### config.mk
export PLATFORM = sky130hd
export DESIGN_NAME = adder_accum_array_flat
export DESIGN_NICKNAME = d
export VERILOG_FILES = /design/src/rtl/adder_accum_array_if.sv /design/src/rtl/adder_accum_array.sv /design/src/flat_wrapper.sv
export SDC_FILE = /design/constraint.sdc
export NUM_CORES = 1
export LEC_CHECK = 0
export CAP_MARGIN = 20
export CORE_UTILIZATION = 52
export DETAILED_ROUTE_END_ITERATION = 7
export HOLD_SLACK_MARGIN = 0.03
export PLACE_DENSITY = 0.79
export SLEW_MARGIN = 0
export SYNTH_ARGS = -nofsm -noshare
export SYNTH_HDL_FRONTEND = slang
export SYNTH_SLANG_ARGS = --single-unit
### constraint.sdc
create_clock -name clk -period 2.8 [get_ports clk]
set_clock_uncertainty 0.15 [all_clocks]
set_input_delay 0.28 -clock clk [delete_from_list [all_inputs] [get_ports clk]]
set_output_delay 0.28 -clock clk [all_outputs]
set_load 0.005 [all_outputs]
### src/rtl/adder_accum_array_if.sv
// adder_accum_array_if: beat-in / result-out handshake bundle for adder_accum_array
//   master: drives a_in, b_in, acc_mode, last_in, in_valid, out_ready
//   slave : drives in_ready, result_out, ovf_out, beat_cnt, out_valid, done
interface adder_accum_array_if #(
  parameter int N     = 8,
  parameter int LANES = 4,
  parameter int ACC_W = 16,
  parameter int CNT_W = 8
);
  logic [LANES*N-1:0]     a_in, b_in;
  logic                   acc_mode, last_in, in_valid, in_ready;
  logic [LANES*ACC_W-1:0] result_out;
  logic [LANES-1:0]       ovf_out;
  logic [CNT_W-1:0]       beat_cnt;
  logic                   out_valid, out_ready, done;
  modport master (
    output a_in, b_in, acc_mode, last_in, in_valid, out_ready,
    input  in_ready, result_out, ovf_out, beat_cnt, out_valid, done
  );
  modport slave (
    input  a_in, b_in, acc_mode, last_in, in_valid, out_ready,
    output in_ready, result_out, ovf_out, beat_cnt, out_valid, done
  );
endinterface

### src/rtl/adder_accum_array.sv
// adder_accum_array: LANES-wide a+b adder that returns one sum or accumulates a burst
//   clk   : rising-edge clock
//   reset : asynchronous active-low reset
//   bus   : slave side of adder_accum_array_if (input beats, registered per-lane results)
module adder_accum_array #(
  parameter int N      = 8,
  parameter int LANES  = 4,
  parameter int ACC_W  = 16,
  parameter int SIGNED = 0,
  parameter int SAT    = 0,
  parameter int CNT_W  = 8
) (
  input logic                 clk,
  input logic                 reset,
  adder_accum_array_if.slave  bus
);
  localparam int M = ACC_W - 1;
  typedef enum logic [1:0] {IDLE, ACC, OUT} state_t;
  state_t                 state_q;
  logic [LANES*ACC_W-1:0] res_q, first_d, acc_d;
  logic [LANES-1:0]       ovf_q, ov_d;
  logic [CNT_W-1:0]       cnt_q;
  logic                   done_q;
  for (genvar i = 0; i < LANES; i++) begin : g_lane
    logic [N-1:0]     a, b;
    logic [ACC_W-1:0] s, r;
    logic [ACC_W:0]   t;
    logic             ov;
    assign a = bus.a_in[i*N +: N];
    assign b = bus.b_in[i*N +: N];
    // extending operands before adding equals extending the N+1-bit sum, since ACC_W >= N+1
    assign s = {{(ACC_W-N){SIGNED != 0 && a[N-1]}}, a} + {{(ACC_W-N){SIGNED != 0 && b[N-1]}}, b};
    assign r = res_q[i*ACC_W +: ACC_W];
    assign t = {1'b0, r} + {1'b0, s};
    assign ov = SIGNED != 0 ? (r[M] == s[M] && t[M] != r[M]) : t[ACC_W];
    assign ov_d[i] = ov;
    assign first_d[i*ACC_W +: ACC_W] = s;
    // signed overflow direction follows the accumulator sign, which equals the addend sign
    assign acc_d[i*ACC_W +: ACC_W] = (SAT != 0 && ov)
      ? (SIGNED == 0 ? {ACC_W{1'b1}} : r[M] ? {1'b1, {M{1'b0}}} : {1'b0, {M{1'b1}}})
      : t[M:0];
  end
  always_ff @(posedge clk or negedge reset)
    if (!reset) begin
      state_q <= IDLE;
      res_q   <= '0;
      ovf_q   <= '0;
      cnt_q   <= '0;
      done_q  <= 1'b0;
    end else begin
      done_q <= 1'b0;
      case (state_q)
        IDLE: if (bus.in_valid) begin
          res_q   <= first_d;
          ovf_q   <= '0;
          cnt_q   <= CNT_W'(1);
          state_q <= (!bus.acc_mode || bus.last_in) ? OUT : ACC;
        end
        ACC: if (bus.in_valid) begin
          res_q <= acc_d;
          ovf_q <= ovf_q | ov_d;
          cnt_q <= &cnt_q ? cnt_q : cnt_q + 1'b1;
          if (bus.last_in) state_q <= OUT;
        end
        OUT: if (bus.out_ready) begin
          done_q  <= 1'b1;
          state_q <= IDLE;
        end
        default: state_q <= IDLE;
      endcase
    end
  assign bus.in_ready   = state_q != OUT;
  assign bus.out_valid  = state_q == OUT;
  assign bus.result_out = res_q;
  assign bus.ovf_out    = ovf_q;
  assign bus.beat_cnt   = cnt_q;
  assign bus.done       = done_q;
endmodule
### src/flat_wrapper.sv
// flat-port wrapper written by rule: the top's interface ports become plain ports
module adder_accum_array_flat 
#(
  parameter int N      = 8,
  parameter int LANES  = 4,
  parameter int ACC_W  = 16,
  parameter int SIGNED = 0,
  parameter int SAT    = 0,
  parameter int CNT_W  = 8
)
  (clk, reset, bus_a_in, bus_b_in, bus_acc_mode, bus_last_in, bus_in_valid, bus_out_ready, bus_in_ready, bus_result_out, bus_ovf_out, bus_beat_cnt, bus_out_valid, bus_done);
  adder_accum_array_if #(.N(N), .LANES(LANES), .ACC_W(ACC_W), .CNT_W(CNT_W)) bus_i ();
  input logic clk;
  input logic reset;
  input wire logic [$bits(bus_i.a_in)-1:0] bus_a_in;
  input wire logic [$bits(bus_i.b_in)-1:0] bus_b_in;
  input wire logic [$bits(bus_i.acc_mode)-1:0] bus_acc_mode;
  input wire logic [$bits(bus_i.last_in)-1:0] bus_last_in;
  input wire logic [$bits(bus_i.in_valid)-1:0] bus_in_valid;
  input wire logic [$bits(bus_i.out_ready)-1:0] bus_out_ready;
  output wire logic [$bits(bus_i.in_ready)-1:0] bus_in_ready;
  output wire logic [$bits(bus_i.result_out)-1:0] bus_result_out;
  output wire logic [$bits(bus_i.ovf_out)-1:0] bus_ovf_out;
  output wire logic [$bits(bus_i.beat_cnt)-1:0] bus_beat_cnt;
  output wire logic [$bits(bus_i.out_valid)-1:0] bus_out_valid;
  output wire logic [$bits(bus_i.done)-1:0] bus_done;
  assign bus_i.a_in = bus_a_in;
  assign bus_i.b_in = bus_b_in;
  assign bus_i.acc_mode = bus_acc_mode;
  assign bus_i.last_in = bus_last_in;
  assign bus_i.in_valid = bus_in_valid;
  assign bus_i.out_ready = bus_out_ready;
  assign bus_in_ready = bus_i.in_ready;
  assign bus_result_out = bus_i.result_out;
  assign bus_ovf_out = bus_i.ovf_out;
  assign bus_beat_cnt = bus_i.beat_cnt;
  assign bus_out_valid = bus_i.out_valid;
  assign bus_done = bus_i.done;
  adder_accum_array #(.N(N), .LANES(LANES), .ACC_W(ACC_W), .SIGNED(SIGNED), .SAT(SAT), .CNT_W(CNT_W)) u_core (.clk(clk), .reset(reset), .bus(bus_i));
endmodule
After elaboration in Yosys (flattened, before gate mapping). Cells that the tools add are included.

Logic and storage cells: 49. Bits in registers: 79. Output and inout bits: 79.

Bitwise logic cells: 1. Reduce and logical (&&, ||, !) cells: 8. Add/subtract/negate cells: 9. Multiplexer cells: 18. Equal/unequal tests: 8.

Operator list (number): 64-bit two-way mux (2); 64-bit one-hot mux with 2 select lines (1); 16-bit by 16-bit adder with 17-bit output (4); 8-bit by 8-bit adder with 9-bit output (4); 8-bit two-way mux (3); 8-bit one-hot mux with 2 select lines (1); 2-bit != test (second input constant) (6); 2-bit two-way mux (5); 8-bit by 1-bit adder with 8-bit output (second input constant) (1); 4-bit two-way mux (2); 4-bit one-hot mux with 2 select lines (1); 4-bit AND reduction (2); 8-bit AND reduction (1); 2-bit one-hot mux with 3 select lines (1); 4-bit bitwise OR (1); 3-bit AND reduction (1); 2-bit by 1-bit equality test with 1-bit output (second input constant) (1); 2-bit equality test (second input constant) (1); 2-bit zero test (1); 1-bit two-way mux (2); 2-bit nonzero test (1); 1-bit zero test (1); 1-bit logical OR (1).

Depth between registers and ports, before layout. Gate-level depths: netlist of run 1.

Depth after elaboration: 5. Mapped depth: 14. Gate-level depth less buffers: 14.

Least setup slack after synthesis of run 1. No wires, ideal clock.

Kind: input-to-reg. From: in bus_b_in[24]. To: reg u_core.res_q[63], in the netlist u_core.bus.result_out[63]. Stages: 14. Path buffers: 0. Setup time: 0.079 ns. Path slack: -0.520 ns. Arrival time: 3.090 ns. Cell sequence: ha_1 fa_1 a21o_1 a21oi_1 nand2b_1 nor3b_1 a211o_1 ha_1 a21o_1 a211oi_1 a41oi_2 and3_1 nand4_1 mux2i_1.

Cells in the longest elaborated chain, start to end: 4.

RTL lines: start: declaration (RTL line flat_wrapper.sv:16) `input wire logic [$bits(bus_i.b_in)-1:0] bus_b_in;`; 8-bit by 8-bit adder with 9-bit output (RTL line adder_accum_array.sv:32) `assign s = {{(ACC_W-N){SIGNED != 0 && a[N-1]}}, a} + {{(ACC_W-N){SIGNED != 0 && b[N-1]}}, b};`; 16-bit by 16-bit adder with 17-bit output (RTL line adder_accum_array.sv:34) `assign t = {1'b0, r} + {1'b0, s};`; 64-bit two-way mux (RTL line adder_accum_array.sv:59) `ACC: if (bus.in_valid) begin`; 64-bit one-hot mux with 2 select lines (RTL line adder_accum_array.sv:52) `case (state_q)`; end signal: assignment (RTL line adder_accum_array.sv:54) `res_q <= first_d;`; end: declaration (RTL line adder_accum_array.sv:20) `logic [LANES*ACC_W-1:0] res_q, first_d, acc_d;`.

Every way passes these cells. The select of a mux whose other input is x is not followed. A chain may end at the register's enable or synchronous reset.

Final worst setup path of run 1.
From: in bus_b_in[30]. To: reg u_core.res_q[61], in the netlist u_core.bus.result_out[61].

Same word-level chain as after synthesis.

==> key figures, run 1 <==
Status
  – Status: finished, violations left
  – Failing checks: negative setup slack

Critical path
  – CP Max Fanout: 4
  – Startpoint types: input pin
  – Slowest CP cell: clkdlybuf4s50_1
  – Cell mode on critical path: buf_4
  – CP required: 2870 ps
  – Critical Path End Type: flip-flop
  – Worst Path Arrival: about 3200 ps
  – Crit-path cells: clkdlybuf4s50_1 -> ha_4 -> nor3_4 -> buf_4 -> nand2b_1 -> o211ai_1 -> xnor2_2 -> ha_2 -> buf_4 -> a211oi_2 -> a41oi_2 -> and3_4 -> a22oi_1 -> o21ai_1
  – Critical path class: in2reg
  – Slowest stage delay, CP: 470 ps
  – R2r setup slk: 120 ps

Hold path
  – HP Class: in2reg

Detailed routing
  – Vias: 7,722
  – Avg WL per Cell: 22.02 um
  – DR DRC count: 0
  – Vias per cell: around 6.3
  – Total Wirelength: 26,860 um
  – DR iter-0 viols: between 700 and 800
  – Post-route ant nets: 0
  – Pre-antenna DRT Iters: 5

STA
  – PnR worst setup slack: -293.2 ps
  – Final slew viol count: 0
  – Worst slew margin: 0.3708
  – Tmin final: around 3100 ps
  – TNS Setup: -5051 ps
  – Hold slack: about 180 ps
  – Unrepaired setup endpoints after global routing: yes
  – Max Freq: 0.3233 GHz
  – Final number of hold-violating endpoints: 0
  – Worst-Margin Slew: 943.8 ps
  – Final setup fails: 34
  – Period utilization: 1.105

Layout
  – Share of layout cells above drive strength 1: 0.3574
  – Post-route cell area: 10,850 um2
  – Final #Nets: 1,198
  – Antenna diode instance count: 0
  – P&R area growth vs syn: 67.24%
  – Fill count: 531
  – Footprint of the multi-input gates: 5490 um2
  – Register area: 1977 um2
  – Most frequent cells in the layout: buf_4, clkdlybuf4s50_1, dfrtp_1
  – Post-layout util: 0.8992
  – Most common cell after layout, fill and taps aside: buf_4

Power and ir drop
  – Final total power: around 9.4 mW
  – Leakage: 4.729 nW
  – PwrDens: 866.3 nW/um2
  – Max IR drop VDD: between 0.0007 and 0.0008 V

Clock network
  – Clock Latency Late Sink: 360 ps
  – CTS tree: yes
  – Reg clk slew, reported paths: 70 ps
  – Max H-tree Level: 3
  – # clock sinks: 79
  – Clock buffer depth: 2
  – CTS Buf Count: 9
  – Clock Tree Root: clkbuf_16

Floorplan
  – Die height: around 110 um
  – Core Area: around 12,000 um2
  – Standard-cell row count: 40
  – IO Pins: ~150
  – Die area: 12,920 um2
  – Initial core utilization: 0.5377
  – Die W: 113.7 um

Synthesis
  – Top FF cell, synth: dfrtp_1
  – Ys async rst share: 1.000
  – Cells after Synth: roughly 740
  – Sequential share of the synthesized area: 0.3048
  – Yosys cell types: 63
  – Post-Syn Area per Cell: 8.787 um2
  – EDFF count, synth: 0
  – Synth Register Bits: 79
  – Synth Net Count: 889
  – Ys Warns: 0
  – Synthesized cell area: 6485 um2

GRT
  – Total GRT Usage: 0.3283
  – Initial antenna violation count: 0
  – Largest net degree at the start of global routing: 51
  – GRT Residual Overflow: 0
  – First-pass GRT wire length: 34,080 um
  – Vias in the first global route: 7,255

Placed design
  – GP Congestion: 0.8882
  – Detailed placement HPWL: between 10,000 and 15,000 um
  – Number of buffers added on ports: 148
  – Placed cell areas: 9236 um2

Job
  – Max capacitance violation total: 0
==> power by group <==
group / total (mW) / internal, mW / switching, mW
Combinational: 6.39 / 3.31 / 3.08
Sequential: 1.82 / 1.41 / 0.404
Clock: 1.19 / 0.621 / 0.568
Total: 9.40 / 5.35 / 4.05
==> cell type report <==
cell class	count	share of cell area
inverter	12	0.004153
timing repair buffer	320	0.2615
clock inverter	7	0.005653
tap	168	0.01938
sequential	79	0.1823
multi-input combinational	625	0.5062
clock buffer	9	0.02077
==> cells in the mapped netlist, types with 2 or more instances <==
master,n,area [um2]
clkbuf_1,9,33.78
or3_1,8,50.05
o211ai_1,13,97.59
nor3_1,27,135.1
a31o_2,2,17.52
mux2i_1,15,150.1
and3_1,10,62.56
nand3b_1,2,15.01
nor2_1,74,277.8
a221o_1,2,20.02
o21a_1,14,105.1
o21bai_1,2,15.01
a41oi_1,2,17.52
buf_2,10,50.05
ha_1,73,913.4
o21ai_1,30,150.1
a21oi_1,41,205.2
o22ai_1,5,31.28
inv_1,12,45.04
nand2_1,78,292.8
a22oi_1,8,60.06
a21o_1,19,142.6
nor3b_1,4,30.03
and2_1,2,12.51
o21ai_0,41,205.2
a211o_1,4,35.03
nand4_1,7,43.79
a31oi_1,8,50.05
fa_1,8,160.2
nand2b_1,10,62.56
xnor2_1,22,192.7
o31ai_1,3,22.52
dfrtp_1,79,1977
xor2_1,25,219.0
a211oi_1,23,172.7
nand3_1,17,85.08
or2_2,2,12.51
a41oi_2,2,32.53
==> path summary, 6_finish.rpt <==
check / to / start / cells after the start
min in group asynchronous: u_core.bus.done$_DFF_PN0_ / reset / 2
max: u_core.bus.result_out[61]$_DFFE_PN0P_ / bus_b_in[30] / 14
min reg2reg: u_core.bus.result_out[59]$_DFFE_PN0P_ / u_core.bus.result_out[59]$_DFFE_PN0P_ / 1
max in group asynchronous: u_core.state_q[1]$_DFFE_PN0P_ / reset / 3
max reg2reg: u_core.bus.result_out[46]$_DFFE_PN0P_ / u_core.bus.result_out[32]$_DFFE_PN0P_ / 8
min: u_core.bus.result_out[48]$_DFFE_PN0P_ / bus_b_in[24] / 4
==> critical path, delay by kind of cell <==
| kind | cells | cell delay [ps] |
|---|---|---|
| buffers and inverters | 3 | 790 |
| AO/OA/AOI/OAI | 5 | 850 |
| XOR/XNOR | 1 | 180 |
| adder cells (fa/ha/maj) | 2 | 540 |
| AND/OR/NAND/NOR | 3 | 510 |
==> flip-flops by register name (all words and copies together), names as in the netlist <==
signal,flops
u_core.bus.result_out,64
u_core.bus.ovf_out,4
u_core.bus.done,1
u_core.state_q,2
u_core.bus.beat_cnt,8
==> metrics by stage <==
step / instances / setup slack (ps)
floorplan: 738 / -214.8
global placement: 1152 / -716.6
detailed placement: 1152 / -844.1
CTS: 1201 / -175.9
global route: 1220 / -444.9
finish: 1220 / -293.2
==> kinds of logic (layout without fill, tap and decap cells) <==
group,count (synthesis),count (layout),synth area share
buffers and inverters,34,348,0.02431
multiplexers,15,15,0.02315
flip-flops,79,79,0.3048
AND/OR/NAND/NOR,247,247,0.1736
AO/OA/AOI/OAI,235,235,0.2450
adder cells (fa/ha/maj),81,81,0.1655
XOR/XNOR,47,47,0.06348
==> repair_timing <==
| action | in CTS | in global routing |
|---|---|---|
| endpoints found under the hold margin | 47 | 0 |
| resized for setup | 144 | 115 |
| setup buffers | 33 | 21 |
| setup endpoints to repair | 49 | 43 |
| cloned | 0 | 0 |
| hold buffers | 1 | 0 |
| pin swaps | 94 | 127 |
==> layer usage <==
layer | GRT usage | share of wire | up-vias
met1 | 0.4050 | 0.37 | 3748
met5 | 0 | 0 | -
met3 | 0.03773 | 0.071 | 137
met4 | 0.1202 | 0.048 | 0
li1 | - | - | 3345
met2 | 0.5898 | 0.51 | 492
Note: power is estimated with default switching activity, not from simulation.
==> inputs of run 2 (changes only) <==
--- a/config.mk
+++ b/config.mk
@@ -8,6 +8,7 @@
 export CAP_MARGIN = 20
 export CORE_UTILIZATION = 52
 export DETAILED_ROUTE_END_ITERATION = 7
+export GPL_ROUTABILITY_DRIVEN = 1
 export HOLD_SLACK_MARGIN = 0.03
 export PLACE_DENSITY = 0.79
 export SLEW_MARGIN = 0
==> results of run 2 <==
Same layout as run 1: the final DEF is identical, and so are final timing and power.
